==> src/rtl/uart_pkg.sv <==
// Shared UART definitions: FSM state encoding, parity modes and bit timing.
// Used by both the transmit and receive sequencers.
package uart_pkg;

  typedef enum logic [2:0] {
    S_IDLE   = 3'd0,
    S_START  = 3'd1,
    S_DATA   = 3'd2,
    S_PARITY = 3'd3,
    S_STOP   = 3'd4
  } uart_state_e;

  localparam int PAR_NONE = 0;
  localparam int PAR_ODD  = 1;
  localparam int PAR_EVEN = 2;

  localparam int TICKS_PER_BIT = 16;
  localparam int TICK_CNT_W    = $clog2(TICKS_PER_BIT);

endpackage : uart_pkg

==> src/rtl/uart_tx_ctrl.sv <==
// UART transmit sequencer: accepts a byte on valid/ready and shifts out
// start, data (LSB first), optional parity and stop bits on the 16x tick.
module uart_tx_ctrl
  import uart_pkg::*;
#(
  parameter int DATA_BITS = 8,
  parameter int PARITY    = 0,
  parameter int STOP_BITS = 1
) (
  input  logic                 iClk,
  input  logic                 iRst,
  input  logic                 iTick16x,
  input  logic [DATA_BITS-1:0] iData,
  input  logic                 iValid,
  output logic                 oReady,
  output logic                 oTx,
  output logic                 oBusy,
  output logic                 oDone
);

  if (DATA_BITS < 5 || DATA_BITS > 8 ||
      (PARITY != PAR_NONE && PARITY != PAR_ODD && PARITY != PAR_EVEN) ||
      (STOP_BITS != 1 && STOP_BITS != 2)) begin : g_bad_params
    $error("uart_tx_ctrl: illegal DATA_BITS/PARITY/STOP_BITS");
  end

  localparam logic [TICK_CNT_W-1:0] TICK_LAST = TICK_CNT_W'(TICKS_PER_BIT - 1);
  localparam logic [2:0]            DATA_LAST = 3'(DATA_BITS - 1);
  localparam logic [2:0]            STOP_LAST = 3'(STOP_BITS - 1);

  uart_state_e            state_q, state_d;
  logic [TICK_CNT_W-1:0]  tick_cnt_q, tick_cnt_d;
  logic [2:0]             bit_cnt_q, bit_cnt_d;
  logic [DATA_BITS-1:0]   shift_q, shift_d;
  logic                   par_q, par_d;
  logic                   tx_q, tx_d;
  logic                   done_q, done_d;
  logic                   bit_end;

  // The tick only counts while a frame is in progress; IDLE holds the counter at 0.
  assign bit_end = iTick16x && (tick_cnt_q == TICK_LAST) && (state_q != S_IDLE);

  // NOTE: every always_comb output gets a default first, so no path can infer a latch.
  always_comb begin
    state_d    = state_q;
    tick_cnt_d = tick_cnt_q;
    bit_cnt_d  = bit_cnt_q;
    shift_d    = shift_q;
    par_d      = par_q;
    done_d     = 1'b0;
    tx_d       = 1'b1;

    if (state_q != S_IDLE && iTick16x) begin
      tick_cnt_d = tick_cnt_q + TICK_CNT_W'(1);
    end

    unique case (state_q)
      S_IDLE: begin
        if (iValid) begin
          shift_d    = iData;
          par_d      = (PARITY == PAR_ODD) ? ~^iData : ^iData;
          tick_cnt_d = '0;
          bit_cnt_d  = '0;
          state_d    = S_START;
        end
      end
      S_START: begin
        if (bit_end) state_d = S_DATA;
      end
      S_DATA: begin
        if (bit_end) begin
          shift_d = shift_q >> 1;
          if (bit_cnt_q == DATA_LAST) begin
            bit_cnt_d = '0;
            state_d   = (PARITY != PAR_NONE) ? S_PARITY : S_STOP;
          end else begin
            bit_cnt_d = bit_cnt_q + 3'd1;
          end
        end
      end
      S_PARITY: begin
        if (bit_end) state_d = S_STOP;
      end
      S_STOP: begin
        if (bit_end) begin
          if (bit_cnt_q == STOP_LAST) begin
            bit_cnt_d = '0;
            state_d   = S_IDLE;
            done_d    = 1'b1;
          end else begin
            bit_cnt_d = bit_cnt_q + 3'd1;
          end
        end
      end
      default: state_d = S_IDLE;
    endcase

    // Line level follows the registered state, so oTx lags the state by one cycle.
    unique case (state_q)
      S_START:  tx_d = 1'b0;
      S_DATA:   tx_d = shift_q[0];
      S_PARITY: tx_d = par_q;
      default:  tx_d = 1'b1;
    endcase
  end

  // NOTE: sequential state uses non-blocking assignments so all registers update together.
  always_ff @(posedge iClk) begin
    if (iRst) begin
      state_q    <= S_IDLE;
      tick_cnt_q <= '0;
      bit_cnt_q  <= '0;
      shift_q    <= '0;
      par_q      <= 1'b0;
      tx_q       <= 1'b1;
      done_q     <= 1'b0;
    end else begin
      state_q    <= state_d;
      tick_cnt_q <= tick_cnt_d;
      bit_cnt_q  <= bit_cnt_d;
      shift_q    <= shift_d;
      par_q      <= par_d;
      tx_q       <= tx_d;
      done_q     <= done_d;
    end
  end

  assign oReady = (state_q == S_IDLE);
  assign oBusy  = (state_q != S_IDLE);
  assign oTx    = tx_q;
  assign oDone  = done_q;

endmodule : uart_tx_ctrl

==> config.mk <==
export PLATFORM = sky130hd
export DESIGN_NAME = uart_tx_ctrl
export DESIGN_NICKNAME = d
export VERILOG_FILES = /design/src/rtl/uart_pkg.sv /design/src/rtl/uart_tx_ctrl.sv
export SDC_FILE = /design/constraint.sdc
export NUM_CORES = 1
export LEC_CHECK = 0
export CAP_MARGIN = 20
export CORE_MARGIN = 2
export CORE_UTILIZATION = 42
export CTS_CLUSTER_SIZE = 40
export DETAILED_ROUTE_END_ITERATION = 8
export PLACE_DENSITY = 0.73
export REMOVE_ABC_BUFFERS = 1
export SYNTH_ARGS = -nofsm -noshare
export SYNTH_HDL_FRONTEND = slang
export SYNTH_SLANG_ARGS = --single-unit
export TNS_END_PERCENT = 100
==> constraint.sdc <==
create_clock -name iClk -period 2.6 [get_ports iClk]
set_input_delay 0.39 -clock iClk [delete_from_list [all_inputs] [get_ports iClk]]
set_output_delay 0.39 -clock iClk [all_outputs]
set_load 0.05 [all_outputs]
After elaboration in Yosys (flattened, before gate mapping)
Cells that the tools add are included.
{"block": "classes", "n_addsub": 2, "n_eq_ne": 13, "mux": 22, "n_bitwise": 2, "n_reduce_logical": 14}
{"operator": "two-way mux 3 bit", "n": 12}
{"operator": "two-way mux 8 bit", "n": 2}
{"operator": "one-hot mux 8 bit (2 select lines)", "n": 1}
{"operator": "one-hot mux 3 bit (5 select lines)", "n": 1}
{"operator": "!= test 2 bit (second input constant)", "n": 7}
{"operator": "two-way mux 4 bit", "n": 3}
{"operator": "one-hot mux 3 bit (3 select lines)", "n": 1}
{"operator": "XOR reduction 8 bit", "n": 1}
{"operator": "AND reduction 7 bit", "n": 1}
{"operator": "== test 3 x 2 -> 1 bit (second input constant)", "n": 2}
{"operator": "== test 3 bit (second input constant)", "n": 2}
{"operator": "logical NOT 3 bit", "n": 2}
{"operator": "nonzero test 3 bit", "n": 2}
{"operator": "adder 4 x 1 -> 4 bit (second input constant)", "n": 1}
{"operator": "== test 4 bit (second input constant)", "n": 1}
{"operator": "AND reduction 4 bit", "n": 1}
{"operator": "adder 3 x 1 -> 3 bit (second input constant)", "n": 1}
{"operator": "== test 3 x 1 -> 1 bit (second input constant)", "n": 1}
{"operator": "logical AND 1 bit", "n": 3}
{"operator": "one-hot mux 1 bit (3 select lines)", "n": 1}
{"operator": "AND reduction 3 bit", "n": 1}
{"operator": "OR reduction 3 bit", "n": 1}
{"operator": "inverter 1 bit", "n": 2}
{"operator": "AND reduction 2 bit", "n": 1}
{"operator": "2 further kinds", "n": 2}
{"block": "totals", "regBits": 21, "output_inout_bits": 4}

Logic depth before layout (Yosys ltp)
{"block": "logic_depth", "ltp_word": 5, "depth_mapped": 7, "ltp_nobuf": 6}

Least setup slack after synthesis
OpenSTA, ideal clock, no wires.
{"block": "synth_path", "path_kind": "reg2reg", "startpoint": "register state_q[2]", "endpoint": "register tick_cnt_q[3]", "setup_time_ns": 0.086, "t_arrival_ns": 1.846, "required_time_ns": 2.514, "setup_slack_ns": 0.668, "path_stages_with_launch": 7, "n_path_buf": 1, "period_less_slack_ns": 1.932, "path_cell_list": "dfxtp_1 > buf_2 > nor3_4 > inv_1 > nor2_1 > a21oi_1 > a211oi_1"}
{"element": "start: declaration", "line": "uart_tx_ctrl.sv:31", "source": "uart_state_e state_q, state_d;"}
{"element": "start signal: assignment", "line": "uart_tx_ctrl.sv:118", "source": "state_q <= state_d;"}
{"element": "logical NOT 3 bit"}
{"element": "via oReady", "line": "uart_tx_ctrl.sv:15", "source": "output logic oReady,"}
{"element": "two-way mux 4 bit", "line": "uart_tx_ctrl.sv:57", "source": "unique case (state_q)"}
{"element": "end signal: assignment", "line": "uart_tx_ctrl.sv:119", "source": "tick_cnt_q <= tick_cnt_d;"}
{"element": "end: declaration", "line": "uart_tx_ctrl.sv:32", "source": "logic [TICK_CNT_W-1:0] tick_cnt_q, tick_cnt_d;"}
The timed path passes the listed nets, and every way through them passes these cells.
A chain may end at the register's enable or synchronous reset.

Worst setup path in the final report
{"block": "layout_path", "startpoint": "register state_q[1]", "endpoint": "output port oBusy"}
{"block": "layout_via", "elab_chain_len": 1}
{"element": "nonzero test 3 bit", "line": "uart_tx_ctrl.sv:129", "source": "assign oBusy = (state_q != S_IDLE);"}
{"element": "end: declaration", "line": "uart_tx_ctrl.sv:17", "source": "output logic oBusy,"}
No other way between the ends.

==> impl_metrics.tcl <==
set metrics [dict create \
    drv_slew 0 \
    dp_hpwl_um 1670 \
    drive_gt1_frac 0.1143 \
    min_path_cells 2 \
    power_density_nw_per_um2 462.0 \
    fmax_mhz 401.6 \
    diodes 0 \
    clk_pin_slew_ps 120 \
    tightest_slew_ps 520.6 \
    hold_path_end "bit_cnt_q[2]$_SDFFE_PP0P_" \
    r2r_slack_ps 870 \
    post_cts_resized 0 \
    p_leak_nw 0.4797 \
    synthCells 127 \
    setup_tns_ps 0 \
    ys_ff_latch 21 \
    dieArea_um2 3284 \
    dpl_cell_area_um2 1349 \
    fin_util 0.5030 \
    insertion_delay_ps 310 \
    yosys-top-cells-area "dfxtp_1 35%, mux2i_1 9.2%, xnor2_1 5.9%" \
    reg2regPathDepth 5 \
    antenna_found_initial 0 \
    wl_um 2165 \
    totalPowerFinal_mw 0.6353 \
    crit_arrival_ps 2100 \
    grt_overflow 0 \
    ant_nets 0 \
    max-slew-margin-rel 0.6524 \
    reg2reg_from "state_q[1]$_SDFFE_PP0P_" \
    status "finished, final reports clean" \
    setup.worst_path.end_class "primary output" \
    yosys_warnings 0 \
    syn_area_um2 1194 \
    ys_seq_area_frac 0.3522 \
    first_pass_iters 4 \
    hold_viol 0 \
    cts_setup_buffers 0 \
    grt_max_degree 15 \
    fp.dieH_um 57.31 \
    htree_num_levels 1 \
    drt_iter0_markers 23 \
    synth_top_area_frac 0.3522 \
    peakVddDrop_uv 373.1 \
    syn_area_per_cell_um2 9.399 \
    gp_congestion 0.8389 \
    rr_endpoint "shift_q[3]$_SDFFE_PP0P_" \
    vias 938 \
    nets 157 \
    path_class "flop to primary output" \
    min_from "bit_cnt_q[2]$_SDFFE_PP0P_" \
    postCtsHoldBufs 0 \
    grt_pass1_wl_um 4022 \
    top_level_ports 16 \
    critPathMaxFanout 13 \
    numPortBuffers 15 \
    rsz0062_at_grt "no" \
    fin_crit_ps 2490 \
    grtUsageTotal 0.1517 \
    fin_crit_sh 0.9577 \
    first_global_vias 942 \
    avgViaCountPerCell 5.485 \
    cts_tree "built" \
    remaining_drc_errors 0 \
    yosysUniqueCellTypes 37 \
    required_ps 2210 \
    hp-class "flop to flop" \
    wl_per_cell_um 12.66 \
    initial_core_util 0.4366 \
    fp.dieW_um 57.31 \
    cts_root_buf "clkbuf_4" \
    final_area_um2 1375 \
    start_kind "flop" \
    cts_buffers 3 \
    area_delta_synth_final_pct 15.20 \
    drv_cap 0 \
    cts_buffer_depth 2 \
    setup_violations 0 \
    core_area_um2 2734 \
    std_cell_rows 19 \
    yosys.area.top_type "dfxtp_1" \
    finClkSkew_ps 10.83 \
    clkSinkCount 21 \
]
[power by group]
group | internal, mW | switching [mW] | total, mW | leakage (nW)
Clock | 0.0599 | 0.0984 | 0.158 | 0.0150
Combinational | 0.0629 | 0.0624 | 0.125 | 0.293
Sequential | 0.338 | 0.0140 | 0.352 | 0.172
[through the flow]
stage / setup slack [ps] / hold WS [ps] / std cells
5_1_grt: 7.264 / 533.8 / 171
3_5_place_dp: 479.3 / 475.4 / 167
4_1_cts: 114.9 / 492.7 / 171
2_1_floorplan: 600.8 / 447.2 / 119
3_3_place_gp: 527.6 / 462.7 / 167
6_report: 109.9 / 487.0 / 171
[cells in the mapped netlist]
| master | number |
|---|---|
| o2111ai_1 | 1 |
| nand2_1 | 5 |
| a22o_1 | 1 |
| a21oi_1 | 8 |
| a2111o_1 | 1 |
| nor3b_1 | 3 |
| nand4b_1 | 3 |
| nand4_1 | 2 |
| xnor2_1 | 8 |
| buf_2 | 3 |
| buf_1 | 1 |
| nor2_1 | 13 |
| nand3_1 | 2 |
| o22ai_1 | 1 |
| a22oi_1 | 1 |
| nor3b_2 | 1 |
| inv_1 | 5 |
| nor2_2 | 3 |
| a211oi_2 | 3 |
| a211oi_1 | 5 |
| clkbuf_1 | 2 |
| buf_6 | 2 |
| and4_1 | 1 |
| nor2b_1 | 2 |
| dfxtp_1 | 21 |
| mux2i_1 | 11 |
| ha_1 | 4 |
| a31oi_1 | 1 |
| a32oi_1 | 1 |
| nor3_4 | 1 |
| nor3_1 | 2 |
| a21o_4 | 1 |
| nand2b_1 | 2 |
| o21ba_2 | 1 |
| o21ai_0 | 3 |
| nor4b_4 | 1 |
| and3b_1 | 1 |
[flip-flops by register name (all words and copies together), names as in the netlist]
register,cells
state_q,3
oDone,1
shift_q,8
tick_cnt_q,4
oTx,1
bit_cnt_q,3
par_q,1
[critical path: stages (launching register included)]
cell	delay (ps)
dfxtp_1	660
nor3_4	120
inv_1	170
clkdlybuf4s50_1	830
[kinds of logic after synthesis]
group,count (synthesis),share of synthesized area
compound gates,28,0.1782
mux,11,0.09225
buf+inv,13,0.05660
flops,21,0.3522
xor+xnor,8,0.05870
simple gates,42,0.2201
fa+ha+maj,4,0.04193
[how the worst max path moves through the flow]
stage | endpoint | cells past startpoint | slack, ps | start
2_1_floorplan | tick_cnt_q[3]$_SDFF_PP0_ | 5 | 600 | state_q[1]$_SDFFE_PP0P_
3_3_place_gp | oBusy | 3 | 530 | state_q[0]$_SDFFE_PP0P_
3_5_place_dp | oBusy | 3 | 480 | state_q[0]$_SDFFE_PP0P_
4_1_cts | oBusy | 3 | 110 | state_q[0]$_SDFFE_PP0P_
5_1_grt | oBusy | 3 | 7 | state_q[0]$_SDFFE_PP0P_
6_report | oBusy | 3 | 110 | state_q[1]$_SDFFE_PP0P_
[metal layers]
layer,vias to the layer above,GRT usage,routed length [um]
li1,489,-,-
met1,426,0.1836,1009
met2,18,0.2562,1040
met3,5,0.04308,84
met4,0,0.05648,29
met5,-,0,0
[cell usage in the layout, fill, tap and decap left out, types with 4 or more instances in the layout]
cell             synthesis  routed
dfxtp_1                 21      21
a21oi_1                  8       8
ha_1                     4       4
clkdlybuf4s50_1          0      15
mux2i_1                 11      11
a211oi_1                 5       5
xnor2_1                  8       8
inv_1                    5       5
nor2_1                  13      13
nand2_1                  5       5
[layout make-up]
cell class / instances / area [um^2]
sequential: 21 / 420.4
tap: 31 / 38.79
inverter: 5 / 18.77
multi-input combinational: 93 / 705.7
fill: 256 / 1359
timing repair buffer: 17 / 165.2
clock buffer: 4 / 26.28
Power figures use the tool's default switching activity.
